===== src/rtl/ramen_order_master.sv =====
// Customer-side initiator for the ramen-shop order protocol: buffers host orders,
// drives the two-beat order handshake, and cross-checks the shop's session summary.
module ramen_order_master #(
  parameter int unsigned DEPTH   = 4,
  parameter int unsigned TIMEOUT = 8
) (
  input  logic        clk,
  input  logic        rst_n,
  input  logic        ord_valid,
  output logic        ord_ready,
  input  logic [1:0]  ord_type,
  input  logic        ord_portion,
  input  logic        ord_last,
  output logic        selling,
  output logic        in_valid,
  output logic [1:0]  ramen_type,
  output logic        portion,
  input  logic        out_valid_order,
  input  logic        success,
  input  logic        out_valid_tot,
  input  logic [27:0] sold_num,
  input  logic [14:0] total_gain,
  output logic        res_valid,
  output logic        res_success,
  output logic [1:0]  res_type,
  output logic        sum_valid,
  output logic        sum_match,
  output logic        err_timeout
);

  localparam int unsigned AW = $clog2(DEPTH);

  typedef enum logic [2:0] {
    S_IDLE, S_BEAT0, S_BEAT1, S_WAIT_ORD, S_WAIT_NEXT, S_WAIT_TOT
  } state_t;

  state_t state, state_d;

  logic [3:0]  mem [DEPTH];
  logic [AW:0] wr_ptr, rd_ptr;
  logic        full, empty, push, pop;
  logic [3:0]  head;

  assign full      = (wr_ptr - rd_ptr) == (AW+1)'(DEPTH);
  assign empty     = (wr_ptr == rd_ptr);
  assign ord_ready = !full;
  assign push      = ord_valid && !full;
  assign head      = mem[rd_ptr[AW-1:0]];

  always_ff @(posedge clk) begin
    if (push) mem[wr_ptr[AW-1:0]] <= {ord_last, ord_portion, ord_type};
  end

  always_ff @(posedge clk or negedge rst_n) begin
    if (!rst_n) begin
      wr_ptr <= '0;
      rd_ptr <= '0;
    end else begin
      if (push) wr_ptr <= wr_ptr + 1'b1;
      if (pop)  rd_ptr <= rd_ptr + 1'b1;
    end
  end

  logic [6:0]  cnt [4];
  logic [6:0]  cnt_d [4];
  logic [3:0]  tmo, tmo_d;
  logic [1:0]  cur_type, cur_type_d;
  logic        cur_last, cur_last_d;
  logic        tot_pend, tot_pend_d;
  logic [27:0] sold_q, sold_q_d;
  logic [14:0] gain_q, gain_q_d;
  logic        selling_d, in_valid_d, portion_d;
  logic [1:0]  ramen_type_d, res_type_d;
  logic        res_valid_d, res_success_d, sum_valid_d, sum_match_d, err_d;
  logic        start_beat, abort, clear_cnt;
  logic [14:0] exp_gain;
  logic [27:0] sold_cmp;
  logic [14:0] gain_cmp;

  assign exp_gain = 15'd200 * (15'(cnt[0]) + 15'(cnt[2]))
                  + 15'd250 * (15'(cnt[1]) + 15'(cnt[3]));
  // A summary that arrived together with the last reply is replayed from the capture.
  assign sold_cmp = tot_pend ? sold_q : sold_num;
  assign gain_cmp = tot_pend ? gain_q : total_gain;

  always_comb begin
    state_d       = state;
    selling_d     = selling;
    in_valid_d    = 1'b0;
    ramen_type_d  = '0;
    portion_d     = 1'b0;
    res_valid_d   = 1'b0;
    res_success_d = res_success;
    res_type_d    = res_type;
    sum_valid_d   = 1'b0;
    sum_match_d   = sum_match;
    err_d         = 1'b0;
    pop           = 1'b0;
    cnt_d         = cnt;
    tmo_d         = tmo;
    cur_type_d    = cur_type;
    cur_last_d    = cur_last;
    tot_pend_d    = tot_pend;
    sold_q_d      = sold_q;
    gain_q_d      = gain_q;
    start_beat    = 1'b0;
    abort         = 1'b0;
    clear_cnt     = 1'b0;

    case (state)
      S_IDLE: start_beat = !empty;
      S_BEAT0: begin
        state_d    = S_BEAT1;
        selling_d  = 1'b1;
        in_valid_d = 1'b1;
        portion_d  = head[2];
        pop        = 1'b1;
        cur_type_d = head[1:0];
        cur_last_d = head[3];
      end
      S_BEAT1: begin
        state_d   = S_WAIT_ORD;
        selling_d = !cur_last;
        tmo_d     = '0;
      end
      S_WAIT_ORD: begin
        if (out_valid_order) begin
          res_valid_d   = 1'b1;
          res_success_d = success;
          res_type_d    = cur_type;
          if (success) cnt_d[cur_type] = cnt[cur_type] + 7'd1;
          if (cur_last) begin
            state_d = S_WAIT_TOT;
            tmo_d   = '0;
            if (out_valid_tot) begin
              tot_pend_d = 1'b1;
              sold_q_d   = sold_num;
              gain_q_d   = total_gain;
            end
          end else if (!empty) begin
            start_beat = 1'b1;
          end else begin
            state_d = S_WAIT_NEXT;
          end
        end else if (tmo == 4'(TIMEOUT - 1)) begin
          abort = 1'b1;
        end else begin
          tmo_d = tmo + 4'd1;
        end
      end
      S_WAIT_NEXT: start_beat = !empty;
      S_WAIT_TOT: begin
        if (tot_pend || out_valid_tot) begin
          sum_valid_d = 1'b1;
          sum_match_d = (sold_cmp == {cnt[0], cnt[1], cnt[2], cnt[3]}) && (gain_cmp == exp_gain);
          clear_cnt   = 1'b1;
          tot_pend_d  = 1'b0;
          selling_d   = 1'b0;
          state_d     = S_IDLE;
        end else if (tmo == 4'(TIMEOUT - 1)) begin
          abort = 1'b1;
        end else begin
          tmo_d = tmo + 4'd1;
        end
      end
      default: state_d = S_IDLE;
    endcase

    if (start_beat) begin
      state_d      = S_BEAT0;
      selling_d    = 1'b1;
      in_valid_d   = 1'b1;
      ramen_type_d = head[1:0];
    end
    if (abort) begin
      err_d      = 1'b1;
      selling_d  = 1'b0;
      in_valid_d = 1'b0;
      tot_pend_d = 1'b0;
      clear_cnt  = 1'b1;
      state_d    = S_IDLE;
    end
    if (clear_cnt) begin
      for (int unsigned i = 0; i < 4; i++) cnt_d[i] = '0;
    end
  end

  always_ff @(posedge clk or negedge rst_n) begin
    if (!rst_n) begin
      state       <= S_IDLE;
      selling     <= 1'b0;
      in_valid    <= 1'b0;
      ramen_type  <= '0;
      portion     <= 1'b0;
      res_valid   <= 1'b0;
      res_success <= 1'b0;
      res_type    <= '0;
      sum_valid   <= 1'b0;
      sum_match   <= 1'b0;
      err_timeout <= 1'b0;
      for (int unsigned i = 0; i < 4; i++) cnt[i] <= '0;
      tmo         <= '0;
      cur_type    <= '0;
      cur_last    <= 1'b0;
      tot_pend    <= 1'b0;
      sold_q      <= '0;
      gain_q      <= '0;
    end else begin
      state       <= state_d;
      selling     <= selling_d;
      in_valid    <= in_valid_d;
      ramen_type  <= ramen_type_d;
      portion     <= portion_d;
      res_valid   <= res_valid_d;
      res_success <= res_success_d;
      res_type    <= res_type_d;
      sum_valid   <= sum_valid_d;
      sum_match   <= sum_match_d;
      err_timeout <= err_d;
      cnt         <= cnt_d;
      tmo         <= tmo_d;
      cur_type    <= cur_type_d;
      cur_last    <= cur_last_d;
      tot_pend    <= tot_pend_d;
      sold_q      <= sold_q_d;
      gain_q      <= gain_q_d;
    end
  end

endmodule

===== config.mk =====
export PLATFORM = sky130hd
export DESIGN_NAME = ramen_order_master
export DESIGN_NICKNAME = d
export VERILOG_FILES = /design/src/rtl/ramen_order_master.sv
export SDC_FILE = /design/constraint.sdc
export NUM_CORES = 1
export LEC_CHECK = 0
export ABC_AREA = 1
export CELL_PAD_IN_SITES_DETAIL_PLACEMENT = 1
export CELL_PAD_IN_SITES_GLOBAL_PLACEMENT = 2
export CORE_UTILIZATION = 37
export CTS_BUF_LIST = sky130_fd_sc_hd__clkbuf_4
export DETAILED_ROUTE_END_ITERATION = 8
export PLACE_DENSITY_LB_ADDON = 0.1
export REMOVE_ABC_BUFFERS = 1
export SLEW_MARGIN = 10
export SYNTH_ARGS = -nofsm -noshare
export SYNTH_HDL_FRONTEND = slang
export SYNTH_SLANG_ARGS = --single-unit

===== constraint.sdc =====
create_clock -name clk -period 7.9 [get_ports clk]
set_input_delay 0.79 -clock clk [delete_from_list [all_inputs] [get_ports clk]]
set_output_delay 0.79 -clock clk [all_outputs]
set_load 0.02 [all_outputs]

Word level (Yosys, flattened, before mapping)
Memories as Yosys holds them, arrays and structs flattened.
Cells that the tools add are included.
W data, S select, Z words.

operators by class
  add/subtract/negate cells = 8
  multipliers = 2
  magnitude comparators = 2
  equality and inequality tests = 20
  mux-type cells = 54
  bitwise gates (word level) = 1
  reduce and logical (&&, ||, !) cells = 23

operator list
  cell                    count
  $mux W28                5
  $bwmux W28              1
  $eq A28 B28 Y1          1
  $mux W1                 25
  $mux W7                 3
  $mux W3                 6
  $add A7 B7 Y8           2
  $mux W4                 4
  $add A15 B15 Y15        1
  $eq A15 B15 Y1          1
  $mux W15                1
  $ne A3 B3 Y1 const B    5
  $pmux W3 S5             1
  $bmux W7 S2             1
  $demux W7 S2            1
  $mul A7 B8 Y14 const A  1
  $mul A5 B8 Y12 const A  1
  $pmux W4 S3             1
  $eq A3 B3 Y1 const B    3
  $ne A4 B4 Y1 const B    2
  $reduce_and A4 Y1       2
  $add A7 B1 Y7 const B   1
  $add A3 B1 Y3 const B   2
  $eq A3 B2 Y1 const B    2
  other kinds (25)        37

word-level totals
  flip-flop bits (word level) = 100
  memory bits (writable) = 16
  bits of input ports = 53
  output and inout bits = 13
  logic and storage cells = 134
  memories = 1

memory list
  memory  depth  width  read ports  clocked after memory_dff  wr ports  line  text
  mem     4      4      1           0                         1         39    logic [3:0] mem [DEPTH];

Depth between registers and ports, before layout
Gate-level depths: netlist of run 1.

  word-level depth = 10
  depth in mapped cells = 36
  mapped depth without buffers = 36

Worst setup path before layout of run 1
Ideal clock, no wire load.

  path kind = register -> register
  start point = reg cnt[2] in the netlist's numbering
  end point = reg sum_match
  library setup time = 0.117 ns
  arrival time = 5.592 ns
  path slack = 2.190 ns
  stages on the path, launching flop included = 37
  path buffers = 0
  cell sequence = dfrtp_1 ha_1 a21oi_1 nand2_1 a21oi_1 o21bai_1 a21oi_1 inv_1 a21oi_1 inv_1 ha_1 inv_1 fa_1 fa_1 inv_1 ha_1 ha_1 nand2_1 inv_1 nand4_1 o211ai_1 nand2_1 a21oi_1 xor2_1 ha_1 nand2_1 inv_1 a21oi_1 nand3_1 nand2_1 nand2_1 inv_1 nand3_1 nand2_1 inv_1 nand3_1 nand2_1

between the ends
  cells in the longest elaborated chain, start to end = 5
  elaborated cells between the ends (all ways) = 6

RTL lines
  element                 line  text
  start, declared         64    logic [6:0] cnt [4];
  start signal, assigned  220   cnt <= cnt_d;
  $add A7 B7 Y8           81    + 15'd250 * (15'(cnt[1]) + 15'(cnt[3]));
  $mul A7 B8 Y14          81
  $add A15 B15 Y15        81
  $eq A15 B15 Y1          155   sum_match_d = (sold_cmp == {cnt[0], cnt[1], cnt[2], cnt[3]}) && (gain_cmp == exp_gain);
  $logic_and A1 B1 Y1 *   155
  end signal, assigned    218   sum_match <= sum_match_d;
  end, declared           27    output logic sum_match,

Every way passes the cells marked *; elsewhere a longest branch is shown, timed or not.
A chain may end at the register's enable or synchronous reset.

Worst setup path after layout of run 1
  start point = reg cnt[16] in the netlist's numbering
  end point = reg sum_match

Same word-level chain as after synthesis.

==> results.md, run 1 <==
- Status: finished clean
- Via count: 8117
- Mapped Area: 0.00962 sq mm
- CP Capture Type: flip-flop
- Post-Synth XOR/XNOR Area: 0.0427
- Worst path arrival time: 6.87 ns
- Post-cts resize count: 0
- DRC violation total after the first TritonRoute iteration: 307
- Nets: 1495
- Largest net degree at the start of global routing: 64
- Worst-path fanout max: 5
- Worst Setup Slack, final: 1.48 ns
- Final RePlAce weighted congestion: 0.828
- Synth Area in Compound Gates: 0.0931
- Hold buffers post-CTS: 0
- Die Y: 163 microns
- Post-synth top area share: 0.260
- Share of layout cells above drive strength 1: 0.0868
- Clock Path Buffers: 2
- Fin cells: 1668
- Clock Sinks: 116
- Initial Util: 0.380
- DPL Wire Length: 21.0 mm
- Initial DRT Pass Iterations: 4
- Max Cap Viol: 0
- Vias per cell: around 4.9
- Worst slew margin: 0.366
- Fmax: 0.156 GHz
- EDFF count, synth: 16
- Placed Instances: 1635
- Sequential share of the synthesized area: 0.310
- Synth async-reset ratio: 0.862
- Drt drc: 0
- Adder-Cell Fraction of Synth Area: 0.173
- Clock root cell: clkbuf_4
- Multiplexer share of the synthesized area: 0.0339
- Gr usage total: 0.209
- H-Tree Depth: 4
- RSZ-0062 raised after global routing: no
- Yosys cell types: 56
- Post-DRT Antenna Nets: 0
- Period utilization: 0.813
- Initial antenna violation count: 1
- Slew @ Worst Pin: 0.951 ns
- Clock transition at path regs: 0.14 ns
- Post-synthesis simple-gate area fraction: 0.245
- WL per Instance: between 15 and 20 microns
- Cells after Synth: 1254
- Endpoints failing setup: 0
- R2R cell count: 36
- Fin crit period: roughly 6.4 ns
- Synth top cells by count: 368 x nand2_1, 214 x inv_1, 100 x dfrtp_1
- Class of the worst hold path: in -> async
- Post-CTS Setup Bufs: 0
- Total CTS buffers: 17
- Layout area overhead: 13.0%
- Main combinational cell family by area after synthesis: simple AND/OR/NAND/NOR gates
- Later-pin clock latency in the skew report: 0.53 ns
- Core ar.: 0.0253 sq mm
- Slowest Stage Delay on Critical Path: 0.54 ns
- Most numerous cell in the Yosys netlist: nand2_1
- Final Hold Fails: 0
- CTS tree: yes
- # IOs: 66
- Pre-CTS WS: 1.41 ns
- Ys flop type: dfrtp_1
- Cell row count: 58
- Die W: between 150 and 200 microns
- First-pass GRT wire length: ~44 mm
- Full die area: about 0.027 sq mm
- Slowest-stage cell, CP: fa_1
- DRT Wirelength: 26.3 mm
- Kind of critical path: reg -> reg
- I/O Buffers: 65
- Yosys warnings: 0
- Number of global-route vias before repair: 8573
- CP Launch Type: flip-flop
- Synth area leaders: dfrtp_1 26%, nand2_1 14%, ha_1 12%
- Worst EP required: between 8 and 9 ns
- Synth area leader: dfrtp_1
- Synthesized flop and latch total: 116
- Clk_skew: 0.0300 ns
- Syn Area/Cell: 7.67 sq um
- Setup_tns: 0 ns
- Fin. max-slew vios: 0
- Grt total ovfl: 0
[critical path: cells and delay by family (launching register included)]
family | cells | cell delay (ns)
adders and majority gates | 7 | 2.69
DFF | 1 | 0.44
and+or+nand+nor | 12 | 0.99
xor gates and xnor gates | 1 | 0.22
buffers and inverters | 8 | 0.56
AOI/OAI and AO/OA | 8 | 1.46
[flip-flops by register name (all words and copies together) (netlist names), 3 cells and up]
register,count
tmo,4
wr_ptr,3
gain_q,15
sold_q,28
cnt,28
mem,16
rd_ptr,3
state,3
[stage by stage]
stage          hold slack (ns)   util  cell area, sq um
2_1_floorplan            0.448      -              9510
3_3_place_gp             0.465  0.418             10600
3_5_place_dp             0.472  0.418             10600
4_1_cts                  0.208  0.429             10900
5_1_grt                  0.227  0.429             10900
6_report                 0.224  0.429             10900
[cells by family after synthesis]
logic type | Yosys count
DFF | 116
buffers and inverters | 250
AOI/OAI and AO/OA | 147
and+or+nand+nor | 554
muxes | 23
adders and majority gates | 118
xor gates and xnor gates | 46
[area by class of cell]
type,count,area [sq um]
fill,3179,14500
tap,330,413
inverter,233,876
clock buffer,17,128
sequential,116,2980
timing repair buffer,68,671
multi-input combinational,888,5650
clock inverter,15,144
antenna,1,2.50
[routing by layer]
layer / part of all wire / GRT usage / routed length [microns]
met4: 0.012 / 0.0442 / 327
met1: 0.46 / 0.259 / 12100
met2: 0.51 / 0.384 / 13400
met3: 0.019 / 0.0269 / 496
met5: 0 / 0 / 0
[worst paths after layout]
check | endpoint | slack, ns | startpoint
max | sum_match | 1.48 | cnt[16]
min | wr_ptr[1] | 0.22 | rst_n
max reg2reg | sum_match | 1.48 | cnt[16]
min reg2reg | wr_ptr[2] | 0.50 | wr_ptr[2]
max in group asynchronous | tot_pend | 6.40 | rst_n
min in group clk | wr_ptr[2] | 0.50 | wr_ptr[2]
[placed cells by master, fill, tap and decap left out, types with 3 or more instances in the layout]
master             n
a21oi_1           37
a22oi_1            3
a31oi_1            8
buf_4              4
clkbuf_4          17
clkdlybuf4s50_1   64
dfrtp_1           99
edfxtp_1          16
fa_1              25
ha_1              93
inv_1            214
inv_2             17
inv_6              7
mux2_2             3
mux2_4            18
nand2_1          368
nand2_2            8
nand3_1           73
nand3b_1           7
nand4_1            5
nor2_1            65
nor2_2            12
nor3_1             3
o211ai_1           6
o21ai_0           48
o21bai_1           5
o22ai_1           23
xnor2_1           20
xor2_1            25
Power of run 1 is left out: the tool's default activity adds up to more than one toggle a clock period on the data nets, which glitch-free logic cannot reach.
==> run 2, diff against run 1 <==
- CORE_UTILIZATION: 37 -> 33
- clock period: 7.9 -> 5.75 ns (I/O delays scaled with it)
==> results.md, run 2 (synthesis results as in run 1) <==
- Final RePlAce weighted congestion: 0.812
- Status: finished clean
- Slowest-stage cell, CP: fa_1
- Clock root cell: clkbuf_4
- Total CTS buffers: 17
- CP Capture Type: flip-flop
- Number of global-route vias before repair: 8715
- RSZ-0062 raised after global routing: yes
- Worst slew margin: 0.385
- Setup_tns: 0 ns
- Final core utilization: 0.405
- Worst R2R Start: cnt[14]
- DRC violation total after the first TritonRoute iteration: 239
- Cell row count: 62
- Cell mode on critical path: nand2_1
- DRT Wirelength: between 20 and 30 mm
- Final Hold Fails: 0
- WL per Instance: 15.7 microns
- CP top delay family: adder cells
- Vias per cell: around 4.7
- Drt drc: 0
- Gr usage total: 0.194
- Slew @ Worst Pin: 0.922 ns
- Worst path arrival time: between 6 and 7 ns
- R2R setup slack: 0.03 ns
- I/O Buffers: between 60 and 70
- Fin crit period: roughly 5.7 ns
- H-Tree Depth: 4
- Share of layout cells above drive strength 1: 0.149
- CP Launch Point: cnt[14]
- Finished Cell Area: 0.0116 sq mm
- Nets: approximately 1.5k
- Full die area: 0.0298 sq mm
- Buf/Inv on CP: 6
- Post-DRT Antenna Nets: 0
- Placed Area: 0.0110 sq mm
- Class of the worst hold path: in -> async
- Clock transition at path regs: 0.14 ns
- Clock Path Buffers: 2
- Endpoints failing setup: 0
- Clk_skew: 0.0394 ns
- Slowest Stage Delay on Critical Path: around 0.56 ns
- Initial DRT Pass Iterations: 4
- Most common cell after layout, fill and taps aside: nand2_1
- Worst-path fanout max: 4
- DPL Wire Length: approximately 22 mm
- CTS tree: yes
- Fmax: around 0.17 GHz
- Worst EP required: 6.24 ns
- Core ar.: 0.0287 sq mm
- Largest net degree at the start of global routing: 64
- Layout area overhead: 20.8%
- Grt total ovfl: 0
- First-pass GRT wire length: 45.6 mm
- Die Y: 173 microns
- Later-pin clock latency in the skew report: 0.56 ns
- CP Launch Type: flip-flop
- Fin. max-slew vios: 0
- Most frequent cells in the layout: 365 x nand2_1, 209 x inv_1, 98 x dfrtp_1
- Max Cap Viol: 0
- Via count: 8289
- Kind of critical path: reg -> reg
- # IOs: 66
- Die W: between 150 and 200 microns
- Initial Util: 0.335
- Clock Sinks: 116
- Initial antenna violation count: 1
- Period utilization: 0.995
[run 2: changes by cell type in the layout (fill, tap and decap cells not counted), moves of 3 or more]
| cell | before | now |
|---|---|---|
| a21oi_1 | 37 | 32 |
| inv_2 | 17 | 22 |
| a21oi_2 | 2 | 7 |
| inv_1 | 214 | 209 |
| xor2_2 | 1 | 4 |
| xor2_1 | 25 | 21 |
| nand3_1 | 73 | 70 |
| buf_4 | 4 | 52 |
| nand2_1 | 368 | 365 |
| ha_1 | 93 | 81 |
| ha_4 | 0 | 11 |
| nand3_2 | 2 | 5 |
[run 2: path summary, 6_finish.rpt]
path,endpoint,depth (start not counted)
hold reg to reg,wr_ptr[2],1
max in group asynchronous,cnt[1],2
setup / recovery,sum_match,31
hold / removal,gain_q[13],1
min in group clk,wr_ptr[2],1
setup reg to reg,sum_match,31
[run 2: metal layers]
layer | up-vias | track usage | part of all wire
met5 | - | 0 | 0
li1 | 4228 | - | -
met2 | 70 | 0.351 | 0.52
met4 | 0 | 0.0538 | 0.016
met3 | 26 | 0.0266 | 0.016
met1 | 3965 | 0.239 | 0.45
[run 2: through the flow]
stage / cells / setup WS, ns / hold WS, ns
2_1_floorplan: 1237 / 0.0396 / 0.279
3_3_place_gp: 1733 / -0.184 / 0.465
3_5_place_dp: 1733 / -0.301 / 0.466
4_1_cts: 1767 / 0.00113 / 0.0787
5_1_grt: 1771 / -0.298 / 0.0953
6_report: 1771 / 0.0263 / 0.0742
[run 2: what timing repair did]
item,4_1_cts,5_1_grt
hold buffers,0,0
setup buffers,2,3
gates resized for setup,25,20
setup endpoints to repair,1,1
pin swaps,26,38
[run 2: cell type report]
class / count / area (sq um)
diodes: 1 / 2.50
clock buffers: 17 / 128
clock inverters: 15 / 191
fillers: 3521 / 17100
inverters: 233 / 876
multi-input cells: 888 / 5910
flip-flops and latches: 116 / 2990
well taps: 384 / 480
repair buffers: 117 / 1040
Power of run 2 is left out for the same reason.
